`src/rtl/fifo_wr_arbiter.sv`:
```
// Round-robin write-port arbiter sharing one FIFO among NUM_REQ producers, with
// shadow occupancy tracking and a bounded burst lock for the current owner.
module fifo_wr_arbiter #(
    parameter int DATA_WIDTH = 8,
    parameter int DEPTH      = 8,
    parameter int NUM_REQ    = 4,
    parameter int MAX_BURST  = 4,
    localparam int LVL_W     = $clog2(DEPTH + 1),
    localparam int OWN_W     = $clog2(NUM_REQ),
    localparam int CNT_W     = $clog2(MAX_BURST + 1)
) (
    input  logic                          clk,
    input  logic                          rst_n,
    input  logic [NUM_REQ-1:0]            req,
    input  logic [NUM_REQ*DATA_WIDTH-1:0] req_data,
    output logic [NUM_REQ-1:0]            gnt,
    output logic                          fifo_w_en,
    output logic [DATA_WIDTH-1:0]         fifo_data_in,
    input  logic                          fifo_r_en,
    input  logic                          fifo_full,
    input  logic                          fifo_empty,
    output logic [LVL_W-1:0]              level,
    output logic [OWN_W-1:0]              owner,
    output logic                          ovf_err,
    output logic                          dbg_state
);

    // Handshake: a producer raises req[i] with its data slice stable and holds both
    // until the cycle in which gnt[i] is high; that data is taken at the closing
    // posedge. gnt[i] is never high while req[i] is low.

    typedef enum logic [0:0] {
        ST_IDLE  = 1'b0,
        ST_BURST = 1'b1
    } state_t;

    state_t                  r_state;
    state_t                  w_state_next;
    logic [OWN_W-1:0]        r_owner;
    logic [CNT_W-1:0]        r_burst_cnt;
    logic [CNT_W-1:0]        w_cnt_next;
    logic [LVL_W-1:0]        r_level;
    logic                    r_w_en;
    logic [DATA_WIDTH-1:0]   r_data;
    logic                    r_ovf;

    logic                    w_space;
    logic                    w_rd_ok;
    logic                    w_rd_dec;
    logic                    w_arb_found;
    logic [OWN_W-1:0]        w_arb_idx;
    logic                    w_own_req;
    logic                    w_grant;
    logic [OWN_W-1:0]        w_gnt_idx;
    logic [DATA_WIDTH-1:0]   w_gnt_data;

    // First requester after 'last', wrapping; 'last' itself is searched last.
    function automatic logic [OWN_W:0] rr_pick(input logic [NUM_REQ-1:0] r,
                                               input logic [OWN_W-1:0]   last);
        logic             found;
        logic [OWN_W-1:0] pick;
        logic [OWN_W-1:0] cand;
        int               idx;
        found = 1'b0;
        pick  = '0;
        for (int k = 1; k <= NUM_REQ; k++) begin
            idx  = (int'(last) + k) % NUM_REQ;
            cand = OWN_W'(idx);
            if (!found && r[cand]) begin
                found = 1'b1;
                pick  = cand;
            end
        end
        return {found, pick};
    endfunction

    always_comb begin
        w_space  = (r_level < LVL_W'(DEPTH));
        w_rd_ok  = fifo_r_en & ~fifo_empty;
        w_rd_dec = w_rd_ok & (r_level != '0);
        {w_arb_found, w_arb_idx} = rr_pick(req, r_owner);
        w_own_req = req[r_owner];
    end

    always_comb begin
        w_state_next = r_state;
        w_grant      = 1'b0;
        w_gnt_idx    = r_owner;
        w_cnt_next   = r_burst_cnt;
        case (r_state)
            ST_IDLE: begin
                if (w_space && w_arb_found) begin
                    w_grant    = 1'b1;
                    w_gnt_idx  = w_arb_idx;
                    w_cnt_next = CNT_W'(1);
                    if (MAX_BURST > 1) begin
                        w_state_next = ST_BURST;
                    end
                end
            end
            ST_BURST: begin
                if (w_own_req && (r_burst_cnt < CNT_W'(MAX_BURST))) begin
                    // Owner keeps the port; without space it simply waits here.
                    if (w_space) begin
                        w_grant    = 1'b1;
                        w_gnt_idx  = r_owner;
                        w_cnt_next = r_burst_cnt + CNT_W'(1);
                    end
                end else if (w_space && w_arb_found) begin
                    w_grant    = 1'b1;
                    w_gnt_idx  = w_arb_idx;
                    w_cnt_next = CNT_W'(1);
                end else begin
                    w_state_next = ST_IDLE;
                end
            end
            default: begin
                w_state_next = ST_IDLE;
            end
        endcase
        // gnt must read zero while reset is held, even though req may be high.
        if (!rst_n) begin
            w_grant = 1'b0;
        end
    end

    always_comb begin
        w_gnt_data = '0;
        gnt        = '0;
        for (int i = 0; i < NUM_REQ; i++) begin
            if (OWN_W'(i) == w_gnt_idx) begin
                w_gnt_data = req_data[i*DATA_WIDTH +: DATA_WIDTH];
                gnt[i]     = w_grant;
            end
        end
    end

    always_ff @(posedge clk or negedge rst_n) begin
        if (!rst_n) begin
            r_state     <= ST_IDLE;
            r_owner     <= OWN_W'(NUM_REQ - 1);
            r_burst_cnt <= '0;
        end else begin
            r_state     <= w_state_next;
            r_burst_cnt <= w_cnt_next;
            if (w_grant) begin
                r_owner <= w_gnt_idx;
            end
        end
    end

    // Level only moves when exactly one of grant/read happens; grants are gated by space.
    always_ff @(posedge clk or negedge rst_n) begin
        if (!rst_n) begin
            r_level <= '0;
        end else if (w_grant && !w_rd_dec) begin
            r_level <= r_level + LVL_W'(1);
        end else if (!w_grant && w_rd_dec) begin
            r_level <= r_level - LVL_W'(1);
        end
    end

    always_ff @(posedge clk or negedge rst_n) begin
        if (!rst_n) begin
            r_w_en <= 1'b0;
            r_data <= '0;
            r_ovf  <= 1'b0;
        end else begin
            r_w_en <= w_grant;
            if (w_grant) begin
                r_data <= w_gnt_data;
            end
            if (r_w_en && fifo_full) begin
                r_ovf <= 1'b1;
            end
        end
    end

    assign fifo_w_en    = r_w_en;
    assign fifo_data_in = r_data;
    assign level        = r_level;
    assign owner        = r_owner;
    assign ovf_err      = r_ovf;
    assign dbg_state    = r_state;

endmodule
```
`config.mk`:
```
export PLATFORM = sky130hd
export DESIGN_NAME = fifo_wr_arbiter
export DESIGN_NICKNAME = d
export VERILOG_FILES = /design/src/rtl/fifo_wr_arbiter.sv
export SDC_FILE = /design/constraint.sdc
export NUM_CORES = 1
export LEC_CHECK = 0
export ABC_CLOCK_PERIOD_IN_PS = 3200
export CAP_MARGIN = 15
export CORE_ASPECT_RATIO = 0.9
export CORE_MARGIN = 2
export CORE_UTILIZATION = 25
export DETAILED_ROUTE_END_ITERATION = 16
export GPL_TIMING_DRIVEN = 0
export PLACE_DENSITY = 0.58
export SYNTH_ARGS = -nofsm -noshare
export SYNTH_HDL_FRONTEND = slang
export SYNTH_SLANG_ARGS = --single-unit
```
`constraint.sdc`:
```
create_clock -name clk -period 3.2 [get_ports clk]
set_clock_uncertainty 0.2 [all_clocks]
set_input_delay 0.32 -clock clk [delete_from_list [all_inputs] [get_ports clk]]
set_output_delay 0.32 -clock clk [all_outputs]
set_load 0.005 [all_outputs]
```
==> results.py, run 1 <==
metrics = {
    "sta": {
        "rsz0062_at_grt": "no",
        "max-slew-margin-rel": 0.4044,
        "maxSlewViolCount": 0,
        "fin_crit_ns": 3.083,
        "worstMarginPinSlew_ns": 0.8905,
        "whs_ns": 0.2663,
        "setup-violations-final": 0,
        "fin_ws_ns": 0.1174,
        "hold_viol_final": 0,
        "fin_crit_sh": 0.9633,
        "tns_ns": 0,
        "fmax_mhz": 324.4,
    },
    "placed_design": {
        "port_buffers": 58,
        "gp_congestion": 0.7658,
        "pre_cts_slack_ns": -0.4471,
        "dp_hpwl_um": 2768,
        "placed_area_um2": 2108,
        "numPlacedInstances": 266,
    },
    "grt": {
        "grt_max_degree": 22,
        "grt_overflow": 0,
        "grt_pass1_vias": 1261,
        "grt_pass1_wl_um": 6127,
        "antenna_found_initial": 0,
        "grtUsageTotal": 0.1178,
    },
    "floorplan": {
        "start_util": 0.2559,
        "die_w_um": 84.01,
        "rows": 26,
        "io_pins": 62,
        "dieArea_um2": 6385,
        "die_h_um": 76.01,
        "coreArea_um2": 5628,
    },
    "route": {
        "drt_iter0_drc": 48,
        "ant_nets": 0,
        "wl_per_cell_um": 13.71,
        "drc": 0,
        "vias": 1308,
        "finalWirelength_um": 3906,
        "via_per_inst": 4.589,
        "dr.pass1.iters": 4,
    },
    "worst_hold_path": {
        "hold_path_startpoint": "ovf_err$_DFFE_PN0P_",
        "hold_depth": 1,
        "hold_class": "reg -> reg",
        "min_to": "ovf_err$_DFFE_PN0P_",
    },
    "setup_path": {
        "critical_path_required_ns": 2.68,
        "critPathCaptureType": "primary output",
        "ff2ff_setup_slack_ns": 0.36,
        "worstReg2RegEnd": "level[3]$_DFFE_PN0P_",
        "r2r_cells": 11,
        "critPathMaxFanout": 7,
        "crit_arrival_ns": 2.56,
        "r2r_start": "level[3]$_DFFE_PN0P_",
        "startpoint_type": "flip-flop",
        "criticalPathCategory": "reg -> out",
    },
    "clock_network": {
        "htreeDepth": 1,
        "cts_sinks": 20,
        "cts_made_buffers": 3,
        "cts_buffer_depth": 2,
        "clock-root-buffer": "clkbuf_8",
        "cts_tree": "done",
        "clkSlewWorstSetupHoldPaths_ns": 0.08,
        "clk-insertion-delay-late_ns": 0.26,
    },
    "yosys": {
        "synth-seq-cells": 20,
        "synth_area_um2": 1440,
        "syn-num-nets": 184,
        "yosys_warnings": 0,
        "yosysTopAreaCellShare": 0.3128,
        "yosys.cell_count.top_type": "mux2i_1",
        "synthArstFlopShare": 1.000,
        "synth_area_leaders": "dfrtp_1 (31%), mux2i_1 (13%), o221ai_1 (4.3%)",
        "synth-edff-count": 0,
        "synth.avg_cell_area_um2": 10.44,
        "synth_top_area_cell": "dfrtp_1",
        "synth.distinct_cells": 48,
        "synth_ff_type": "dfrtp_1",
        "ys_seq_area_frac": 0.3493,
        "yosys-top-cells-count": "mux2i_1 (19), dfrtp_1 (18), nand2_1 (15), nor2_1 (10), o221ai_1 (7)",
        "syn_inst": 138,
    },
    "layout": {
        "fin_nets": 262,
        "drive_above_1_share": 0.2000,
        "syn2layout_area_growth_pct": 62.29,
        "fin_cells": 285,
        "finalInstanceArea_um2": 2337,
        "fillers": 599,
        "diodes": 0,
    },
    "status": {
        "status": "completed",
    },
    "power": {
        "power.leakage_nw": 1.015,
        "power_density_nw_per_um2": 958.9,
        "ir_drop_uv": 400.1,
    },
    "run": {
        "drv_cap": 0,
    },
}
## worst max-delay path, stage by stage (launching register included)
cell and delay [ns]:
dfstp_2 0.55, buf_8 0.14, mux2i_1 0.20, a32oi_1 0.14
o211ai_2 0.22, mux2i_4 0.34, and3_1 0.19, clkdlybuf4s50_1 0.51
## layout make-up
type | instances | area, um^2 | area share
Inverter | 5 | 18.77 | 0.008030
Clock buffer | 4 | 55.05 | 0.02355
Sequential cell | 20 | 503.0 | 0.2152
Timing Repair Buffer | 73 | 700.7 | 0.2998
Multi-Input combinational cell | 103 | 878.3 | 0.3758
Tap cell | 70 | 87.58 | 0.03747
Buffer | 10 | 93.84 | 0.04015
## placed cells by master (no fill, tap or decap), types with 2 or more instances in the layout
cell	instances
a21oi_1	5
nand3b_1	2
nor3_1	3
mux2i_1	17
buf_4	13
mux2i_4	3
xnor2_1	3
clkbuf_2	3
inv_1	5
a21o_1	2
nor2_1	10
clkdlybuf4s50_1	54
dfrtp_1	18
buf_2	2
dlygate4sd3_1	2
buf_12	2
o221ai_1	7
clkbuf_8	4
dfstp_2	2
dlymetal6s2s_1	3
clkbuf_1	2
nor3b_1	2
nand2_1	15
xor2_1	2
ha_1	4
## per-layer routing
metal  wire (um)  up-vias  track usage
li1            -      659            -
met1        1881      613       0.1662
met2        1834       32       0.1816
met3         134        4      0.01625
met4          55        0      0.04839
met5           0        -            0
## cell families after synthesis
logic type / synth area share
and+or+nand+nor: 0.1494
AOI/OAI and AO/OA: 0.1781
muxes: 0.1494
DFF: 0.3493
buffers and inverters: 0.06951
xor gates and xnor gates: 0.05561
adders and majority gates: 0.04866
## where the power goes
| group | switching [mW] | internal [mW] |
|---|---|---|
| Combinational | 0.668 | 0.921 |
| Clock | 0.0897 | 0.110 |
| Sequential | 0.0777 | 0.375 |
## timing repair
action / in CTS / in global routing
buffers inserted: 1 / 12
endpoints found under the setup margin: 5 / 5
pin swaps: 2 / 6
cloned: 0 / 0
endpoints found under the hold margin: 0 / 18
resized for setup: 2 / 13
hold buffers: 0 / 2
## per-stage QoR
stage / total power, mW / utilization
global route: 2.418 / 0.4153
global placement: 1.814 / 0.3746
floorplan: 1.375 / -
detailed placement: 1.826 / 0.3746
CTS: 2.073 / 0.3871
finish: 2.241 / 0.4153
## worst max-delay path by stage
stage | startpoint | to | slack, ns | cells past startpoint
floorplan | level[3]$_DFFE_PN0P_ | level[3]$_DFFE_PN0P_ | 0.54 | 11
global placement | rst_n | level[3]$_DFFE_PN0P_ | -0.42 | 11
detailed placement | rst_n | level[3]$_DFFE_PN0P_ | -0.45 | 11
CTS | owner[0]$_DFFE_PN1N_ | gnt[1] | -0.04 | 8
global route | owner[0]$_DFFE_PN1N_ | gnt[0] | 0.008 | 7
finish | owner[0]$_DFFE_PN1N_ | gnt[0] | 0.12 | 7
## registers in the layout, summed over array words and instances, names as in the netlist
| signal | count |
|---|---|
| dbg_state | 1 |
| fifo_data_in | 8 |
| fifo_w_en | 1 |
| level | 4 |
| ovf_err | 1 |
| owner | 2 |
| r_burst_cnt | 3 |
Power figures use the tool's default switching activity.
==> inputs of run 2 (changes only) <==
==> config.mk (replaced) <==
export PLATFORM = sky130hd
export DESIGN_NAME = fifo_wr_arbiter
export DESIGN_NICKNAME = d
export VERILOG_FILES = /design/src/rtl/fifo_wr_arbiter.sv
export SDC_FILE = /design/constraint.sdc
export NUM_CORES = 1
export LEC_CHECK = 0
export ABC_CLOCK_PERIOD_IN_PS = 2510
export CAP_MARGIN = 0
export CORE_ASPECT_RATIO = 0.9
export CORE_MARGIN = 2
export CORE_UTILIZATION = 38
export DETAILED_ROUTE_END_ITERATION = 16
export GPL_TIMING_DRIVEN = 0
export PLACE_DENSITY = 0.82
export SYNTH_ARGS = -nofsm -noshare
export SYNTH_HDL_FRONTEND = slang
export SYNTH_SLANG_ARGS = --single-unit
==> constraint.sdc (replaced) <==
create_clock -name clk -period 2.51 [get_ports clk]
set_clock_uncertainty 0.2 [all_clocks]
set_input_delay 0.251 -clock clk [delete_from_list [all_inputs] [get_ports clk]]
set_output_delay 0.251 -clock clk [all_outputs]
set_load 0.005 [all_outputs]
==> run 2 against run 1 <==
Against the previous run: critical path type unchanged; the flow now finishes with violations (negative setup slack); combinational power up 43%; cell count down 6.3%; die area down 33%.
==> results.py, run 2 (same netlist as run 1, synthesis figures left out) <==
metrics = {
    "layout": {
        "utilization": 0.6609,
        "final_common_cell": "clkdlybuf4s50_1",
        "fin_nets": 268,
        "drive_above_1_share": 0.2805,
        "syn2layout_area_growth_pct": 68.81,
        "fin_cells": 267,
        "mostFrequentLayoutCells": "clkdlybuf4s50_1 (52), mux2i_1 (17), dfrtp_1 (17)",
        "diodes": 0,
        "regArea_um2": 504.2,
        "multi_input_area_um2": 923.4,
        "finalInstanceArea_um2": 2431,
        "fillers": 284,
        "largest_register_ffs": 8,
    },
    "grt": {
        "grt_max_degree": 19,
        "grt_overflow": 0,
        "grt_pass1_vias": 1305,
        "grt_pass1_wl_um": 5996,
        "grtUsageTotal": 0.1834,
        "antenna_found_initial": 0,
    },
    "power": {
        "power.leakage_nw": 1.031,
        "ir_drop_uv": 589.0,
        "power_density_nw_per_um2": 1301,
        "p_total_mw": 3.163,
    },
    "route": {
        "vias": 1412,
        "dr.pass1.iters": 4,
        "drt_iter0_drc": 73,
        "finalWirelength_um": 3994,
        "ant_nets": 0,
        "via_per_inst": 5.288,
        "drc": 0,
        "wl_per_cell_um": 14.96,
    },
    "clock_network": {
        "cts_made_buffers": 3,
        "clk-insertion-delay-late_ns": 0.26,
        "cts_buffer_depth": 2,
        "clock-root-buffer": "clkbuf_8",
        "cts_tree": "done",
        "htreeDepth": 1,
        "clkSlewWorstSetupHoldPaths_ns": 0.08,
        "cts_sinks": 20,
    },
    "sta": {
        "whs_ns": 0.2423,
        "rsz0062_at_grt": "yes",
        "fin_ws_ns": -0.1974,
        "hold_viol_final": 0,
        "fmax_mhz": 369.4,
        "fin_crit_sh": 1.079,
        "max-slew-margin-rel": 0.4582,
        "worstMarginPinSlew_ns": 0.8100,
        "maxSlewViolCount": 0,
        "fin_crit_ns": 2.707,
        "setup-violations-final": 13,
    },
    "setup_path": {
        "cpMostUsedCell": "buf_4",
        "critPathCaptureType": "primary output",
        "worstReg2RegEnd": "fifo_data_in[1]$_DFFE_PN0N_",
        "r2r_start": "owner[0]$_DFFE_PN1N_",
        "path_cells": "buf_8 -> buf_12 -> buf_4 -> inv_1 -> a211oi_1 -> mux2i_4 -> buf_4 -> and3_4 -> buf_6",
        "r2r_cells": 11,
        "ff2ff_setup_slack_ns": -0.14,
        "critPathMaxStageDelay_ns": 0.56,
        "critPathMaxFanout": 8,
        "crit_path_start": "owner[0]$_DFFE_PN1N_",
        "critical_path_required_ns": 2.06,
        "criticalPathCategory": "reg -> out",
        "startpoint_type": "flip-flop",
        "critical_path.endpoint": "gnt[1]",
        "cp_slowest_cell": "dfstp_2",
        "crit_arrival_ns": 2.26,
    },
    "placed_design": {
        "port_buffers": 58,
        "gp_congestion": 0.7521,
        "dp_hpwl_um": 2624,
        "placed_area_um2": 2095,
        "numPlacedInstances": 242,
    },
    "status": {
        "violations": "negative setup slack",
        "status": "finished with violations",
    },
    "floorplan": {
        "io_pins": 62,
        "start_util": 0.3915,
        "die_h_um": 62.40,
        "die_w_um": 68.89,
        "rows": 21,
        "dieArea_um2": 4299,
        "coreArea_um2": 3679,
    },
    "worst_hold_path": {
        "hold_class": "in -> reg",
        "hold_path_startpoint": "rst_n",
    },
    "run": {
        "drv_cap": 0,
    },
}
[run 2: changes by cell type in the layout (fill, tap and decap cells not counted), sizes merged]
| cell | previous run | this run |
|---|---|---|
| dlygate4sd2 | 0 | 1 |
| clkdlybuf4s15 | 0 | 1 |
| clkdlybuf4s50 | 54 | 52 |
| bufinv | 0 | 1 |
| dlymetal6s2s | 3 | 0 |
| buf | 19 | 28 |
| clkbuf | 9 | 8 |
[run 2: area by class of cell]
| class | count | share of cell area |
|---|---|---|
| buffer | 10 | 0.04375 |
| clock buffer | 3 | 0.01698 |
| clock inverter | 1 | 0.01235 |
| inverter | 5 | 0.007720 |
| multi-input combinational | 103 | 0.3798 |
| sequential | 20 | 0.2074 |
| tap | 46 | 0.02367 |
| timing repair buffer | 79 | 0.3083 |
[run 2: how the worst min path moves through the flow]
stage	cells after the start	endpoint	slack, ns
2_1_floorplan	0	dbg_state$_DFF_PN0_	-0.24
3_3_place_gp	1	ovf_err$_DFFE_PN0P_	0.25
3_5_place_dp	1	ovf_err$_DFFE_PN0P_	0.24
4_1_cts	3	fifo_w_en$_DFF_PN0_	0.25
5_1_grt	3	fifo_w_en$_DFF_PN0_	0.29
6_report	3	fifo_w_en$_DFF_PN0_	0.24
[run 2: stage by stage]
| stage | setup TNS (ns) | setup slack (ns) |
|---|---|---|
| final | -1.617 | -0.1974 |
| after floorplan | 0 | 0.08181 |
| after detailed placement | -7.024 | -0.8975 |
| after global placement | -6.887 | -0.8561 |
| after CTS | -1.575 | -0.2330 |
| after global routing | -2.518 | -0.2517 |
[run 2: layer usage]
layer,routed length [um],track usage
met4,33,0.04412
met2,2023,0.3041
met5,0,0
met3,224,0.02162
met1,1712,0.2523
[run 2: repair_timing]
action / 4_1_cts / 5_1_grt
endpoints found under the setup margin: 15 / 14
buffers inserted: 13 / 6
pin swaps: 8 / 4
hold buffers: 2 / 0
resized for setup: 37 / 4
hold endpoints to repair: 18 / 0
[run 2: where the power goes]
part           internal (mW)  switching [mW]  total [mW]
Combinational           1.31           0.958        2.27
Clock                  0.213           0.108       0.321
Sequential             0.480          0.0951       0.575
Total                   2.00            1.16        3.16
[run 2: worst max-delay path: cells and delay by family (launching register included)]
family	cells	cell delay [ns]
mux	1	0.14
compound gates	1	0.40
simple gates	1	0.17
buf+inv	6	0.73
flops	1	0.56
==> RTL edit 1, RTL diff (settings of run 1) <==
Set the parameter `DATA_WIDTH` to 7 (it was 8).
--- a/src/rtl/fifo_wr_arbiter.sv
+++ b/src/rtl/fifo_wr_arbiter.sv
@@ -3,3 +3,3 @@
 module fifo_wr_arbiter #(
-    parameter int DATA_WIDTH = 8,
+    parameter int DATA_WIDTH = 7,
     parameter int DEPTH      = 8,
Interface: changed (resized fifo_data_in and req_data); port bits go from 62 to 57. No check against the original RTL was run, so the function may have changed too.
==> RTL edit 1 against run 1 <==
- largest cell class unchanged
- fmax increased by 4.9%
- cell area decreased by 10%
- critical endpoint is now level[3]
- area after synthesis decreased by 11%
- die area decreased by 10%
- non-clock buffer count decreased by 10
- setup slack improved by 0.15 ns
- power decreased by 11%
- wire length decreased by 8.8%
- sequential cell count decreased by 1
==> RTL edit 1: results (changes against run 1) <==
The flow ran to the end, and the final reports show no timing, DRC or antenna violations. The fraction of layout cells with a size suffix above 1 was 0.154 (was 0.200); the highest attainable clock frequency was 340 MHz (was 324 MHz). The slew at the pin closest to its max-slew limit works out to 0.797 ns (was 0.891 ns). The number of filler instances in the final layout was 481 (was 599). The wire length per cell is 13.7 um (about the same), and the met1 track demand over resource is 0.189 (was 0.166). The sequential area share after synthesis is 0.372 (was 0.349). The tools report the global-route met3 utilization as 0.0323 (was 0.0163). Average cell area after synthesis: 10.3 sq um (was 10.4 sq um). The via density per instance is 4.59 (about the same).

The critical path launch point was req[1] (was owner[0]). For the data arrival time of the critical path, the log shows 2.87 ns (was 2.56 ns). Total number of nets in the final design: 238 (was 262).

The worst slack on hold paths was 0.260 ns (was 0.266 ns); the biggest fanout along the worst timing path was 9 (was 7). For the global-route total usage across every layer, the log shows 0.126 (was 0.118). Reg2reg setup slack: 0.41 ns (was 0.36 ns). The cell with the largest stage delay on the worst path is sky130_fd_sc_hd__clkdlybuf4s50_1 (was sky130_fd_sc_hd__dfstp_2). The tools report the global placement routability congestion as 0.779 (was 0.766). The initial detailed-routing violation count is 37 (was 48), and the maximum vdd ir drop is 0.000456 V (was 0.000400 V). The maximum number of pins on one net before global-route repair was 18 (was 22); the global routing met2 resource utilization was 0.188 (was 0.182).

The run gives 5640 um (was 6130 um) as the first-pass GRT wire length. The number of flip-flops under the largest register name was 7 (was 8); the peak per-stage delay on the critical path was 0.60 ns (was 0.55 ns). Leading post-synthesis cells by instance count: sky130_fd_sc_hd__mux2i_1, sky130_fd_sc_hd__dfrtp_1, sky130_fd_sc_hd__nand2_1, sky130_fd_sc_hd__nor2_1 (was sky130_fd_sc_hd__mux2i_1, sky130_fd_sc_hd__dfrtp_1, sky130_fd_sc_hd__nand2_1, sky130_fd_sc_hd__nor2_1, sky130_fd_sc_hd__o221ai_1). Top post-synthesis cells by area: sky130_fd_sc_hd__dfrtp_1, sky130_fd_sc_hd__mux2i_1, sky130_fd_sc_hd__o221ai_1 (unchanged). The tools report the number of distinct library cells after synthesis as 38 (was 48).

The post-synthesis net count is 167 (was 184), and the fraction of post-synthesis cell area in the top cell type by area is 0.331 (was 0.313). The leakage power is 0.976 nW (was 1.01 nW). The number of cells after detailed placement was 245 (was 266).
-- RTL edit 1: changes by cell type after synthesis, sizes merged, moves of 2 or more --
| cell | run 1 | this run |
|---|---|---|
| clkbuf | 4 | 1 |
| nand2 | 15 | 12 |
| a311oi | 0 | 2 |
| inv | 5 | 7 |
| mux2i | 20 | 18 |
-- RTL edit 1: report_power, final --
part | switching (mW) | total (mW) | leakage [nW] | internal, mW
Clock | 0.0832 | 0.171 | 0.0217 | 0.0878
Sequential | 0.0743 | 0.432 | 0.225 | 0.358
Combinational | 0.591 | 1.38 | 0.729 | 0.791
-- RTL edit 1: kinds of logic (layout without fill, tap and decap cells) --
group	count (synthesis)	after routing	synth area share
adder cells (fa/ha/maj)	5	5	0.0545
AO/OA/AOI/OAI	28	28	0.172
XOR/XNOR	6	6	0.0555
multiplexers	20	20	0.158
AND/OR/NAND/NOR	33	33	0.122
buffers and inverters	14	84	0.0662
flip-flops	19	19	0.372
-- RTL edit 1: cell type report --
class,instances,area (sq um),area share
buffer,7,73.8,0.0352
inverter,7,26.3,0.0125
sequential,19,478,0.228
tap,65,81.3,0.0388
multi-input combinational,92,738,0.352
timing repair buffer,66,649,0.310
clock buffer,3,41.3,0.0197
clock inverter,1,7.51,0.00358
-- RTL edit 1: what timing repair did --
item,4_1_cts,5_1_grt
setup endpoints to repair,7,5
resized for setup,7,8
hold buffers,2,0
buffers inserted,4,5
pin swaps,4,4
hold endpoints to repair,17,0
-- RTL edit 1: routing by layer --
metal  part of all wire  up-vias
met1               0.47      566
met5                  0        -
li1                   -      598
met2               0.48       28
met3              0.043        2
met4             0.0031        0
==> RTL edit 2, RTL diff (flow settings as in run 1) <==
Without the edit above. Put one more register stage on the output `level`. The value now appears one clock later. The other outputs are not delayed to match.
--- a/src/rtl/fifo_wr_arbiter.sv
+++ b/src/rtl/fifo_wr_arbiter.sv
@@ -180,3 +180,5 @@
     assign fifo_data_in = r_data;
-    assign level        = r_level;
+    always_ff @(posedge clk) begin
+        level <= r_level;
+    end
     assign owner        = r_owner;
Formal check against the unedited RTL: not equivalent (Yosys sat finds a counterexample within 4 cycles, from zero or initial values and one cycle with rst_n low).
==> RTL edit 2 against run 1 <==
- wire length fell by 0.33%
- cell area about the same
- power is 0.17% lower
- count of clock-buffer cells in the layout unchanged
- sequential cell count grew 4
- setup slack gained 0.0039 ns
- area after synthesis up 0.70%
- highest routed layer unchanged
- fmax increased by 0.13%
- hold slack lost 0.092 ns
==> RTL edit 2: results (changes against run 1) <==
The run gives 0.766 (about the same) as the global placement routability congestion. The capturing instance or port of the critical path was gnt[1] (was gnt[0]). The run gives 0.39 ns (was 0.36 ns) as the reg2reg setup slack. The tools report the highest attainable clock frequency as 325 MHz (was 324 MHz).

The run gives 3890 um (was 3910 um) as the total detailed-routing wirelength. The capture instance of the worst register-to-register path was r_level[3] (was level[3]). The first-pass GRT wire length was 6070 um (was 6130 um); the fraction of layout cells with a size suffix above 1 was 0.187 (was 0.200). The run gives 2760 um (was 2770 um) as the placed wire-length estimate. The number of filler instances in the final layout came out at 550 (was 599).

The worst flop-to-flop path startpoint was r_level[3] (was level[3]). Leading post-synthesis cells by instance count: sky130_fd_sc_hd__mux2i_1, sky130_fd_sc_hd__dfrtp_1, sky130_fd_sc_hd__nand2_1, sky130_fd_sc_hd__nor2_1, sky130_fd_sc_hd__o221ai_1 (unchanged). The post-synthesis async set-or-reset flop share was 0.833 (was 1.00); the via total after detailed routing was 1,306 (was 1,308). The capture endpoint of the worst hold path is level[3] (was ovf_err).

Pre-CTS worst setup slack: -0.834 ns (was -0.447 ns). The post-layout utilization of the core was 0.416 (was 0.415); the via density per instance was 4.60 (was 4.59). Number of distinct library cells after synthesis: 39 (was 48). The logs give 0.402 (was 0.349) for the sequential area share after synthesis and 0.174 ns (was 0.266 ns) for the worst slack on hold paths.

For the maximum vdd ir drop, the log shows 0.000554 V (was 0.000400 V). Top post-synthesis cells by area: sky130_fd_sc_hd__dfrtp_1, sky130_fd_sc_hd__mux2i_1, sky130_fd_sc_hd__dfxtp_1 (was sky130_fd_sc_hd__dfrtp_1, sky130_fd_sc_hd__mux2i_1, sky130_fd_sc_hd__o221ai_1). The tools report the number of buffers on the longest clock path as 2 (unchanged). Initial detailed-routing violation count: 42 (was 48). Number of cells produced by synthesis: 135 (was 138). For the switching component of the power, the log shows 0.819 mW (was 0.836 mW). The run finished with clean final reports. The hold path depth was 0 (was 1). The maximum number of pins on one net before global-route repair is 19 (was 22), and the total of buffers placed on input and output ports is 60 (was 58).

The slew at the pin closest to its max-slew limit came out at 0.889 ns (was 0.891 ns). The logs give 261 (was 262) for the total number of nets in the final design and 1,186 (was 1,261) for the via count of the first global-routing pass. The run gives 265 (was 266) as the number of cells after detailed placement. The run gives 0.00214 sq mm (was 0.00211 sq mm) as the placed instance area. The number of levels in the clock H-tree came out at 1 (unchanged). The run gives 0.119 (was 0.118) as the global-route total usage across every layer.

The tools report the post-synthesis net count as 181 (was 184). The tools report the start point of the worst hold path as r_level[3] (was ovf_err).
-- RTL edit 2: logic make-up after synthesis --
family / after synthesis / synth area share
AO/OA/AOI/OAI: 29 / 0.170
XOR/XNOR: 6 / 0.0414
adder cells (fa/ha/maj): 5 / 0.0483
buffers and inverters: 15 / 0.0682
flip-flops: 24 / 0.402
multiplexers: 22 / 0.156
AND/OR/NAND/NOR: 34 / 0.114
-- RTL edit 2: power groups by stage --
stage          combinational, mW  sequential [mW]  clock [mW]
3_3_place_gp                1.30            0.540           0
4_1_cts                     1.34            0.538       0.220
6_report                    1.49            0.535       0.210
5_1_grt                     1.62            0.554       0.231
2_1_floorplan              0.857            0.541           0
3_5_place_dp                1.31            0.542           0
-- RTL edit 2: layer usage --
layer	track usage	routed length [um]
met5	0	0
met4	0.0435	57
met3	0.0195	137
met2	0.185	1770
met1	0.165	1930
-- RTL edit 2: cell type report --
type,instances,area share
buffer,8,0.0321
clock buffer,4,0.0235
inverter,7,0.0128
multi-input combinational,96,0.337
sequential,24,0.249
tap,70,0.0375
timing repair buffer,75,0.308
-- RTL edit 2: worst max-delay path: stages (launching register included) --
cell	delay, ns
sky130_fd_sc_hd__dfstp_2	0.54
sky130_fd_sc_hd__buf_6	0.13
sky130_fd_sc_hd__mux2_4	0.31
sky130_fd_sc_hd__a2bb2oi_4	0.17
sky130_fd_sc_hd__o211ai_2	0.11
sky130_fd_sc_hd__mux2i_2	0.29
sky130_fd_sc_hd__nand2_4	0.13
sky130_fd_sc_hd__nor2_2	0.09
sky130_fd_sc_hd__clkdlybuf4s50_1	0.50
-- RTL edit 2: timing repair --
action | 4_1_cts | 5_1_grt
hold endpoints to repair | 18 | 0
setup buffers | 1 | 12
gates resized for setup | 10 | 4
hold buffers | 2 | 0
endpoints found under the setup margin | 7 | 3
pin swaps | 1 | 2
